$ cat src/rtl/cluster_boot_pkg.sv
// Cluster boot sequencer shared types.
// State encoding and default timing constants.
package cluster_boot_pkg;

    typedef enum logic [2:0] {
        ST_OFF     = 3'd0,
        ST_CLK_ON  = 3'd1,
        ST_RELEASE = 3'd2,
        ST_SETTLE  = 3'd3,
        ST_RUN     = 3'd4,
        ST_DRAIN   = 3'd5,
        ST_RESET   = 3'd6
    } boot_state_e;

    localparam int unsigned DEF_RST_HOLD_CYCLES = 16;
    localparam int unsigned DEF_SETTLE_CYCLES   = 8;
    localparam int unsigned DEF_DRAIN_TIMEOUT   = 1024;
    localparam int unsigned DEF_CNT_WIDTH       = 16;

endpackage

$ cat src/rtl/boot_seq_timer.sv
// Saturating cycle timer shared by the boot sequencer states.
// done_o is high once the count reaches limit_i - 1.
module boot_seq_timer #(
    parameter int unsigned CNT_WIDTH = 16
) (
    input  logic                 clk_i,
    input  logic                 rst_ni,
    input  logic                 clear_i,
    input  logic                 en_i,
    input  logic [CNT_WIDTH-1:0] limit_i,
    output logic                 done_o
);

    localparam logic [CNT_WIDTH-1:0] ONE     = CNT_WIDTH'(1);
    localparam logic [CNT_WIDTH-1:0] CNT_MAX = '1;

    logic [CNT_WIDTH-1:0] cnt_q;

    // Count while enabled, hold at all-ones rather than wrap.
    always_ff @(posedge clk_i) begin
        if (!rst_ni) begin
            cnt_q <= '0;
        end else if (clear_i) begin
            cnt_q <= '0;
        end else if (en_i && (cnt_q != CNT_MAX)) begin
            cnt_q <= cnt_q + ONE;
        end
    end

    assign done_o = (cnt_q >= (limit_i - ONE));

endmodule

$ cat src/rtl/cluster_boot_sequencer.sv
// Cluster power-up/power-down sequencer.
// Orders clock enable, reset release, isolation and fetch enable.
module cluster_boot_sequencer
    import cluster_boot_pkg::*;
#(
    parameter int unsigned RST_HOLD_CYCLES = DEF_RST_HOLD_CYCLES,
    parameter int unsigned SETTLE_CYCLES   = DEF_SETTLE_CYCLES,
    parameter int unsigned DRAIN_TIMEOUT   = DEF_DRAIN_TIMEOUT,
    parameter int unsigned CNT_WIDTH       = DEF_CNT_WIDTH
) (
    input  logic       clk_i,
    input  logic       rst_ni,
    input  logic       ctrl_rstn_i,
    input  logic       ctrl_en_sa_boot_i,
    input  logic       ctrl_fetch_en_i,
    input  logic       isolated_i,
    output logic       cluster_clk_en_o,
    output logic       cluster_rstn_o,
    output logic       cluster_en_sa_boot_o,
    output logic       cluster_fetch_en_o,
    output logic       cluster_isolate_o,
    output logic       busy_o,
    output logic [2:0] state_o,
    output logic       timeout_o
);

    boot_state_e          state_q;
    boot_state_e          state_d;
    logic                 tmr_clr;
    logic                 tmr_en;
    logic                 tmr_done;
    logic [CNT_WIDTH-1:0] tmr_limit;

    boot_seq_timer #(
        .CNT_WIDTH (CNT_WIDTH)
    ) u_timer (
        .clk_i   (clk_i),
        .rst_ni  (rst_ni),
        .clear_i (tmr_clr),
        .en_i    (tmr_en),
        .limit_i (tmr_limit),
        .done_o  (tmr_done)
    );

    // Next-state decode and timer limit selection for the current state.
    always_comb begin
        state_d   = state_q;
        tmr_limit = CNT_WIDTH'(RST_HOLD_CYCLES);
        unique case (state_q)
            ST_OFF: begin
                if (ctrl_rstn_i) state_d = ST_CLK_ON;
            end
            ST_CLK_ON: begin
                if (!ctrl_rstn_i)  state_d = ST_OFF;
                else if (tmr_done) state_d = ST_RELEASE;
            end
            ST_RELEASE: begin
                if (!ctrl_rstn_i)    state_d = ST_DRAIN;
                else if (!isolated_i) state_d = ST_SETTLE;
            end
            ST_SETTLE: begin
                tmr_limit = CNT_WIDTH'(SETTLE_CYCLES);
                if (!ctrl_rstn_i)  state_d = ST_DRAIN;
                else if (tmr_done) state_d = ST_RUN;
            end
            ST_RUN: begin
                if (!ctrl_rstn_i) state_d = ST_DRAIN;
            end
            ST_DRAIN: begin
                tmr_limit = CNT_WIDTH'(DRAIN_TIMEOUT);
                if (isolated_i || tmr_done) state_d = ST_RESET;
            end
            ST_RESET: begin
                if (tmr_done) state_d = ST_OFF;
            end
            default: state_d = ST_OFF;
        endcase
    end

    assign tmr_clr = (state_d != state_q);
    assign tmr_en  = (state_q inside {ST_CLK_ON, ST_SETTLE, ST_DRAIN, ST_RESET});
    assign state_o = state_q;

    // State register with every cluster-facing output registered alongside it.
    always_ff @(posedge clk_i) begin
        if (!rst_ni) begin
            state_q              <= ST_OFF;
            cluster_clk_en_o     <= 1'b0;
            cluster_rstn_o       <= 1'b0;
            cluster_en_sa_boot_o <= 1'b0;
            cluster_fetch_en_o   <= 1'b0;
            cluster_isolate_o    <= 1'b1;
            busy_o               <= 1'b0;
            timeout_o            <= 1'b0;
        end else begin
            state_q            <= state_d;
            cluster_clk_en_o   <= (state_d != ST_OFF);
            cluster_rstn_o     <= (state_d inside {ST_RELEASE, ST_SETTLE,
                                                   ST_RUN, ST_DRAIN});
            cluster_isolate_o  <= !(state_d inside {ST_RELEASE, ST_SETTLE,
                                                    ST_RUN});
            cluster_fetch_en_o <= (state_d == ST_RUN) && ctrl_fetch_en_i;
            busy_o             <= !(state_d inside {ST_OFF, ST_RUN});
            if (state_d == ST_OFF) begin
                cluster_en_sa_boot_o <= 1'b0;
            end else if (state_q == ST_OFF) begin
                cluster_en_sa_boot_o <= ctrl_en_sa_boot_i;
            end
            if ((state_q == ST_DRAIN) && (state_d == ST_RESET) && !isolated_i) begin
                timeout_o <= 1'b1;
            end
        end
    end

endmodule

$ cat config.mk
export PLATFORM = sky130hd
export DESIGN_NAME = cluster_boot_sequencer
export DESIGN_NICKNAME = d
export VERILOG_FILES = /design/src/rtl/cluster_boot_pkg.sv /design/src/rtl/boot_seq_timer.sv /design/src/rtl/cluster_boot_sequencer.sv
export SDC_FILE = /design/constraint.sdc
export NUM_CORES = 1
export LEC_CHECK = 0
export CAP_MARGIN = 15
export CORE_MARGIN = 3
export CORE_UTILIZATION = 47
export CTS_BUF_LIST = sky130_fd_sc_hd__clkbuf_8
export DETAILED_ROUTE_END_ITERATION = 6
export HOLD_SLACK_MARGIN = 0.02
export PLACE_DENSITY = 0.79
export SLEW_MARGIN = 10
export SYNTH_ARGS = -nofsm -noshare
export SYNTH_HDL_FRONTEND = slang
export SYNTH_SLANG_ARGS = --single-unit
$ cat constraint.sdc
create_clock -name clk_i -period 2.29 [get_ports clk_i]
set_input_delay 0.229 -clock clk_i [delete_from_list [all_inputs] [get_ports clk_i]]
set_output_delay 0.229 -clock clk_i [all_outputs]
set_load 0.01 [all_outputs]
==> impl_metrics.ini, run 1 <==
[route]
vias = 1620
routed_wirelength_um = 4020
viasPerCell = 6.04
first_pass_iters = 4
remaining_drc_errors = 0
routedWlPerCell_um = 15.0
ant_nets = 0
drtIter0Drc = 98

[yosys]
synth_commonest_cells = dfxtp_1, nor2_1, nand2_1, o21ai_0, xor2_1
ys_async_sr_fraction = 0
synth.largest_area_cell = dfxtp_1
seq_area_frac_synth = 0.302
synth_cell_types = 51
synth-edff-count = 0
ys_ff_latch = 26
ys.flop_type = dfxtp_1
ys_warn_count = 0
synth_most_common_cell = dfxtp_1
yosysTopAreaCellShare = 0.302
syn_inst = 201
postSynthAreaPerCell_um2 = 8.57
syn_area_um2 = 1720
synth_fp_nets = 215
synthTopCellsByArea = dfxtp_1, ha_1, xor2_1

[critical_path]
end_kind = register
critical_path_class = register to register
reg2reg_depth = 8
reg2reg_to = busy_o
critPathLaunchType = register
crit_fanout = 7
slowest_stage = nor4b_4
reg2reg_slack_ns = 0.04
critPathCapture = busy_o
cp_cell_sequence = nor2b_4, nand2_4, ha_1, nand2_2, nor4b_4, a2111oi_0, a211o_1, nand3b_1
r2r-start = state_o[2]
required_ns = 2.45
crit_arrival_ns = 2.41
slowest_delay_ns = 0.44
worstSetupStartpoint = state_o[2]

[flow_run]
drv_cap = 0

[pwr]
finalPower_w = 0.000861
power_density_nw_per_um2 = 410
cellLeakagePower_nw = 0.825
vdd_ir_drop_max_uv = 186

[die]
core_area_um2 = 3440
ios = 16
num_rows = 21
die_width_um = 66.5
die_y_um = 66.5
start_util = 0.500
fp.dieArea_um2 = 4430

[clock_network]
ctsHtreeMaxLevel = 1
clock_latency_ns = 0.27
clockRootBuffer = clkbuf_8
cts_buffers = 3
cts_buffer_depth = 2
cts_tree = yes
clkSlewWorstSetupHoldPaths_ns = 0.09
clock_sinks = 26

[sta]
skew_ns = 0.00222
fin_tns_setup_ns = 0
rsz0062_at_grt = true
worst_slew_pin_slew_ns = 0.421
fin_crit_ns = 2.25
slew_viol_final = 0
hold_violations = 0
maxSlewHeadroom = 0.712
fmax_mhz = 445
final-setup-viol-count = 0
finalCritPeriodShare = 0.981

[min_path]
min_path_type = register to register

[grt]
track_usage = 0.185
antenna_found_initial = 0
grt_first_pass_wirelength_um = 6360
grt_max_degree = 22
grt_pass1_vias = 1318
grt-ovfl-total = 0

[finish]
area_delta_synth_final_pct = 22.0
diodes = 0
design_area_um2 = 2100
drive_above_1_share = 0.189
nets = 237

[place]
numPortBuffers = 15
dpl_cell_area_um2 = 1980
dp_hpwl_um = 2930
finalWeightedCongestion = 0.836

[run_status]
outcome = finished clean
## where the power goes
part           internal (W)  total (W)  switching (W)
clock              0.000154   0.000300       0.000146
sequential         0.000458   0.000464     0.00000571
combinational     0.0000464  0.0000966      0.0000502
total              0.000659   0.000861       0.000202
## flip-flops by register name, indices dropped and copies added, names as in the netlist
name                  flops
u_timer.cnt_q            16
timeout_o                 1
cluster_isolate_o         1
state_o                   3
busy_o                    1
cluster_rstn_o            1
cluster_fetch_en_o        1
cluster_clk_en_o          1
cluster_en_sa_boot_o      1
## kinds of logic after synthesis
| group | share of synthesized area |
|---|---|
| AND/OR/NAND/NOR | 0.298 |
| AO/OA/AOI/OAI | 0.227 |
| flip-flops | 0.302 |
| XOR/XNOR | 0.0560 |
| buffers and inverters | 0.0342 |
| adder cells (fa/ha/maj) | 0.0581 |
| multiplexers | 0.0247 |
## area by class of cell
cell class	instances	area [um2]
inverter	1	3.75
sequential	26	524
multi-input combinational	164	1210
tap	46	57.6
fill	300	1340
timing repair buffer	27	253
clock buffer	4	55.1
## per-layer routing
layer | vias to the layer above | wire (um) | track usage
li1 | 791 | - | -
met1 | 756 | 1960 | 0.282
met2 | 69 | 1770 | 0.265
met3 | 4 | 254 | 0.0304
met4 | 0 | 34 | 0.0457
met5 | - | 0 | 0
## timing repair
action	4_1_cts	5_1_grt
endpoints found under the setup margin	3	25
setup buffers	0	1
hold buffers	0	0
gates resized for setup	3	7
pin swaps	1	6
## critical path: cells and delay by family (launching register included)
kind / cells / cell delay (ns)
AO/OA/AOI/OAI: 2 / 0.45
adder cells (fa/ha/maj): 1 / 0.35
flip-flops: 1 / 0.35
AND/OR/NAND/NOR: 5 / 0.99
## placed cells by master, fill, tap and decap left out, drive strengths merged, types with 2 or more instances in the layout
master | Yosys | final
dfxtp | 26 | 26
nor2 | 21 | 21
nand2 | 20 | 20
clkdlybuf4s50 | 0 | 15
o21ai | 14 | 14
buf | 5 | 12
xor2 | 10 | 10
a21oi | 9 | 9
nand3 | 8 | 8
o211ai | 8 | 8
ha | 8 | 8
nand4 | 7 | 7
and3 | 7 | 7
nor2b | 5 | 5
or3 | 4 | 4
clkbuf | 5 | 4
nor3 | 4 | 4
nand3b | 4 | 4
and4 | 3 | 3
a2111oi | 3 | 3
a211o | 2 | 2
mux2 | 2 | 2
and4b | 2 | 2
o31ai | 2 | 2
or4 | 2 | 2
nand2b | 2 | 2
mux2i | 2 | 2
a21boi | 2 | 2
## stage by stage
step	instances	hold slack, ns	setup slack, ns	utilization
floorplan	201	0.366	0.00246	-
global placement	263	0.459	0.0716	0.576
detailed placement	263	0.452	0.0161	0.576
CTS	267	0.485	0.0252	0.599
global route	268	0.514	-0.0824	0.610
finish	268	0.480	0.0447	0.610
## worst min path at each step
stage                               start                 end  slack (ns)  cells after the start
after floorplan           ctrl_fetch_en_i  cluster_fetch_en_o        0.37                      2
after detailed placement        timeout_o           timeout_o        0.45                      1
after CTS                       timeout_o           timeout_o        0.49                      1
final                           timeout_o           timeout_o        0.48                      1
after global placement          timeout_o           timeout_o        0.46                      1
after global routing      ctrl_fetch_en_i  cluster_fetch_en_o        0.51                      3
No activity file was read; power rests on OpenSTA's default activity.
==> run 2: changes to the inputs <==
--- a/config.mk
+++ b/config.mk
@@ -5,13 +5,14 @@
 export SDC_FILE = /design/constraint.sdc
 export NUM_CORES = 1
 export LEC_CHECK = 0
+export ABC_AREA = 1
 export CAP_MARGIN = 15
 export CORE_MARGIN = 3
 export CORE_UTILIZATION = 47
 export CTS_BUF_LIST = sky130_fd_sc_hd__clkbuf_8
 export DETAILED_ROUTE_END_ITERATION = 6
 export HOLD_SLACK_MARGIN = 0.02
-export PLACE_DENSITY = 0.79
+export PLACE_DENSITY = 0.77
 export SLEW_MARGIN = 10
 export SYNTH_ARGS = -nofsm -noshare
 export SYNTH_HDL_FRONTEND = slang
==> constraint.sdc (replaced) <==
create_clock -name clk_i -period 2.1 [get_ports clk_i]
set_input_delay 0.21 -clock clk_i [delete_from_list [all_inputs] [get_ports clk_i]]
set_output_delay 0.21 -clock clk_i [all_outputs]
set_load 0.01 [all_outputs]
==> run 2 against run 1 <==
Against the previous run:
- critical endpoint is now u_timer.cnt_q[15]
- first-iteration DRC count is 7.1% lower
- sequential power is 8.4% higher
- critical path depth is 6 higher
- the flow now finishes with violations (setup timing)
- total power is 9.6% higher
==> impl_metrics.ini, run 2 <==
[run_status]
outcome = finished with violations
violations = setup timing

[route]
vias = 1620
first_pass_iters = 4
routedWlPerCell_um = 13.1
drtIter0Drc = 91
routed_wirelength_um = 4200
viasPerCell = 5.05
ant_nets = 0
remaining_drc_errors = 0

[critical_path]
crit_buf_inv = 3
end_kind = register
reg2reg_slack_ns = -0.16
crit_arrival_ns = 2.47
crit_fanout = 8
reg2reg_to = u_timer.cnt_q[15]
required_ns = 2.31
critPathCapture = u_timer.cnt_q[15]
slowest_delay_ns = 0.36
critical_path_depth = 14
critical_path_class = register to register
reg2reg_depth = 14
cp_cell_sequence = inv_4, nand2_4, nor2_4, inv_6, ha_1, a21oi_2, nand3_2, nor2_4, nand3_2, nand2_2, inv_2, o21ai_4, nand4_4, nor2_1
r2r-start = state_o[1]
slowest_stage = dfxtp_4
critPathTopFamily = simple AND/OR/NAND/NOR gates
worstSetupStartpoint = state_o[1]
critPathLaunchType = register

[yosys]
seq_area_frac_synth = 0.321
ys.flop_type = dfxtp_1
synth_cell_types = 28
yosysTopAreaCellShare = 0.321
postSynthAreaPerCell_um2 = 6.78
syn_area_um2 = 1620
synth_most_common_cell = nand2_1
ys_async_sr_fraction = 0
ys_ff_latch = 26
synth.largest_area_cell = dfxtp_1
synth_commonest_cells = nand2_1, inv_1, nor2_1, dfxtp_1, nand3_1
synth_fp_nets = 253
synth-edff-count = 0
syn_inst = 239
synthTopCellsByArea = dfxtp_1, nand2_1, inv_1
ys_warn_count = 0

[clock_network]
clockRootBuffer = clkbuf_8
clkSlewWorstSetupHoldPaths_ns = 0.10
cts_buffers = 3
clock_sinks = 26
cts_tree = yes
cts_buffer_depth = 2
ctsHtreeMaxLevel = 1
clock_latency_ns = 0.27

[min_path]
min_path_type = register to register

[place]
dpl_cell_area_um2 = 2020
dp_hpwl_um = 2720
finalWeightedCongestion = 0.822
numPortBuffers = 15

[grt]
grt_first_pass_wirelength_um = 6800
grt_pass1_vias = 1515
grt-ovfl-total = 0
track_usage = 0.208
antenna_found_initial = 0
grt_max_degree = 15

[finish]
largest-register = u_timer.cnt_q
final_cell_mix = nand2_1, inv_1, nor2_1
fill_cells = 258
largest_register_ffs = 16
diodes = 0
area_delta_synth_final_pct = 37.6
drive_above_1_share = 0.282
nets = 292
final_common_cell = nand2_1
design_area_um2 = 2230

[die]
num_rows = 20
ios = 16
fp.dieArea_um2 = 4190
die_y_um = 64.7
start_util = 0.510
core_area_um2 = 3180
die_width_um = 64.7

[sta]
hold_violations = 0
fmax_mhz = 442
maxSlewHeadroom = 0.635
fin_tns_setup_ns = -2.41
layout_setup_ws_ns = -0.163
worst_slew_pin_slew_ns = 0.546
skew_ns = 0.0109
slew_viol_final = 0
finalCritPeriodShare = 1.08
rsz0062_at_grt = true
fin_crit_ns = 2.26
final-setup-viol-count = 21

[pwr]
power.internal_w = 0.000715
power_frac_comb = 0.120
switching_power_w = 0.000229
power.share.clock = 0.347
power_density_nw_per_um2 = 423
switching_share = 0.242
vdd_ir_drop_max_uv = 274
sequentialPowerShare = 0.533
cellLeakagePower_nw = 1.00

[flow_run]
drv_cap = 0
-- run 2: worst min path at each step --
stage | start | endpoint | slack [ns] | depth (start not counted)
3_5_place_dp | timeout_o | timeout_o | 0.46 | 1
2_1_floorplan | ctrl_fetch_en_i | cluster_fetch_en_o | 0.32 | 2
6_report | timeout_o | timeout_o | 0.48 | 1
5_1_grt | ctrl_fetch_en_i | cluster_fetch_en_o | 0.48 | 3
3_3_place_gp | timeout_o | timeout_o | 0.46 | 1
4_1_cts | ctrl_fetch_en_i | cluster_fetch_en_o | 0.48 | 3
-- run 2: cell families (layout without fill, tap and decap cells) --
kind of cell,after synthesis,after routing,synth area share
AO/OA/AOI/OAI,15,15,0.0564
XOR/XNOR,13,13,0.0703
adder cells (fa/ha/maj),8,8,0.0618
buffers and inverters,50,87,0.125
flip-flops,26,26,0.321
multiplexers,1,1,0.00695
AND/OR/NAND/NOR,126,127,0.358
-- run 2: cell type report --
type	instances	area (um2)	share of cell area
inverters	48	188	0.0842
repair buffers	35	300	0.135
clock buffers	4	55.1	0.0247
multi-input cells	164	1100	0.496
well taps	44	55.1	0.0247
flip-flops and latches	26	527	0.236
-- run 2: power groups by stage --
stage	combinational [W]	clock, W	sequential, W
after global placement	0.0000939	0	0.000514
final	0.000113	0.000328	0.000503
after detailed placement	0.0000957	0	0.000514
after CTS	0.000109	0.000334	0.000503
after floorplan	0.0000518	0	0.000518
after global routing	0.000124	0.000355	0.000504
-- run 2: timing repair --
item | in CTS | in global routing
setup buffers | 1 | 1
resized for setup | 18 | 15
hold buffers | 0 | 0
endpoints found under the setup margin | 23 | 25
gates cloned | 1 | 0
pin swaps | 13 | 1
-- run 2: routing by layer --
metal  routed length [um]  part of all wire  up-vias  global-route usage
met5                    0                 0        -                   0
met2                 2140              0.51       45               0.370
met3                  169             0.040       12              0.0295
met4                   97             0.023        0              0.0765
li1                     -                 -      816                   -
met1                 1800              0.43      747               0.253
-- run 2: worst register-to-register path, cell delays in order, from the launching register on --
cell,delay (ns)
dfxtp_4,0.36
inv_4,0.06
nand2_4,0.05
nor2_4,0.13
inv_6,0.08
ha_1,0.23
a21oi_2,0.15
nand3_2,0.10
nor2_4,0.16
nand3_2,0.11
nand2_2,0.11
inv_2,0.07
o21ai_4,0.22
nand4_4,0.22
nor2_1,0.15
-- run 2: per-stage QoR --
stage | worst slack, ns | cells | total power (W) | util | hold slack [ns]
6_report | -0.163 | 321 | 0.000943 | 0.702 | 0.479
5_1_grt | -0.297 | 321 | 0.000982 | 0.702 | 0.484
4_1_cts | -0.0916 | 320 | 0.000946 | 0.682 | 0.477
3_5_place_dp | -0.133 | 314 | 0.000610 | 0.637 | 0.463
3_3_place_gp | -0.121 | 314 | 0.000607 | 0.637 | 0.458
2_1_floorplan | 0.00126 | 239 | 0.000570 | - | 0.322
==> run 3: changes to the inputs <==
--- a/config.mk
+++ b/config.mk
@@ -10,6 +10,7 @@
 export CORE_MARGIN = 3
 export CORE_UTILIZATION = 47
 export CTS_BUF_LIST = sky130_fd_sc_hd__clkbuf_8
+export CTS_CLUSTER_DIAMETER = 30
 export DETAILED_ROUTE_END_ITERATION = 6
 export HOLD_SLACK_MARGIN = 0.02
 export PLACE_DENSITY = 0.77
==> results of run 3 <==
No change in the layout: final DEF, timing and power equal those of run 2.
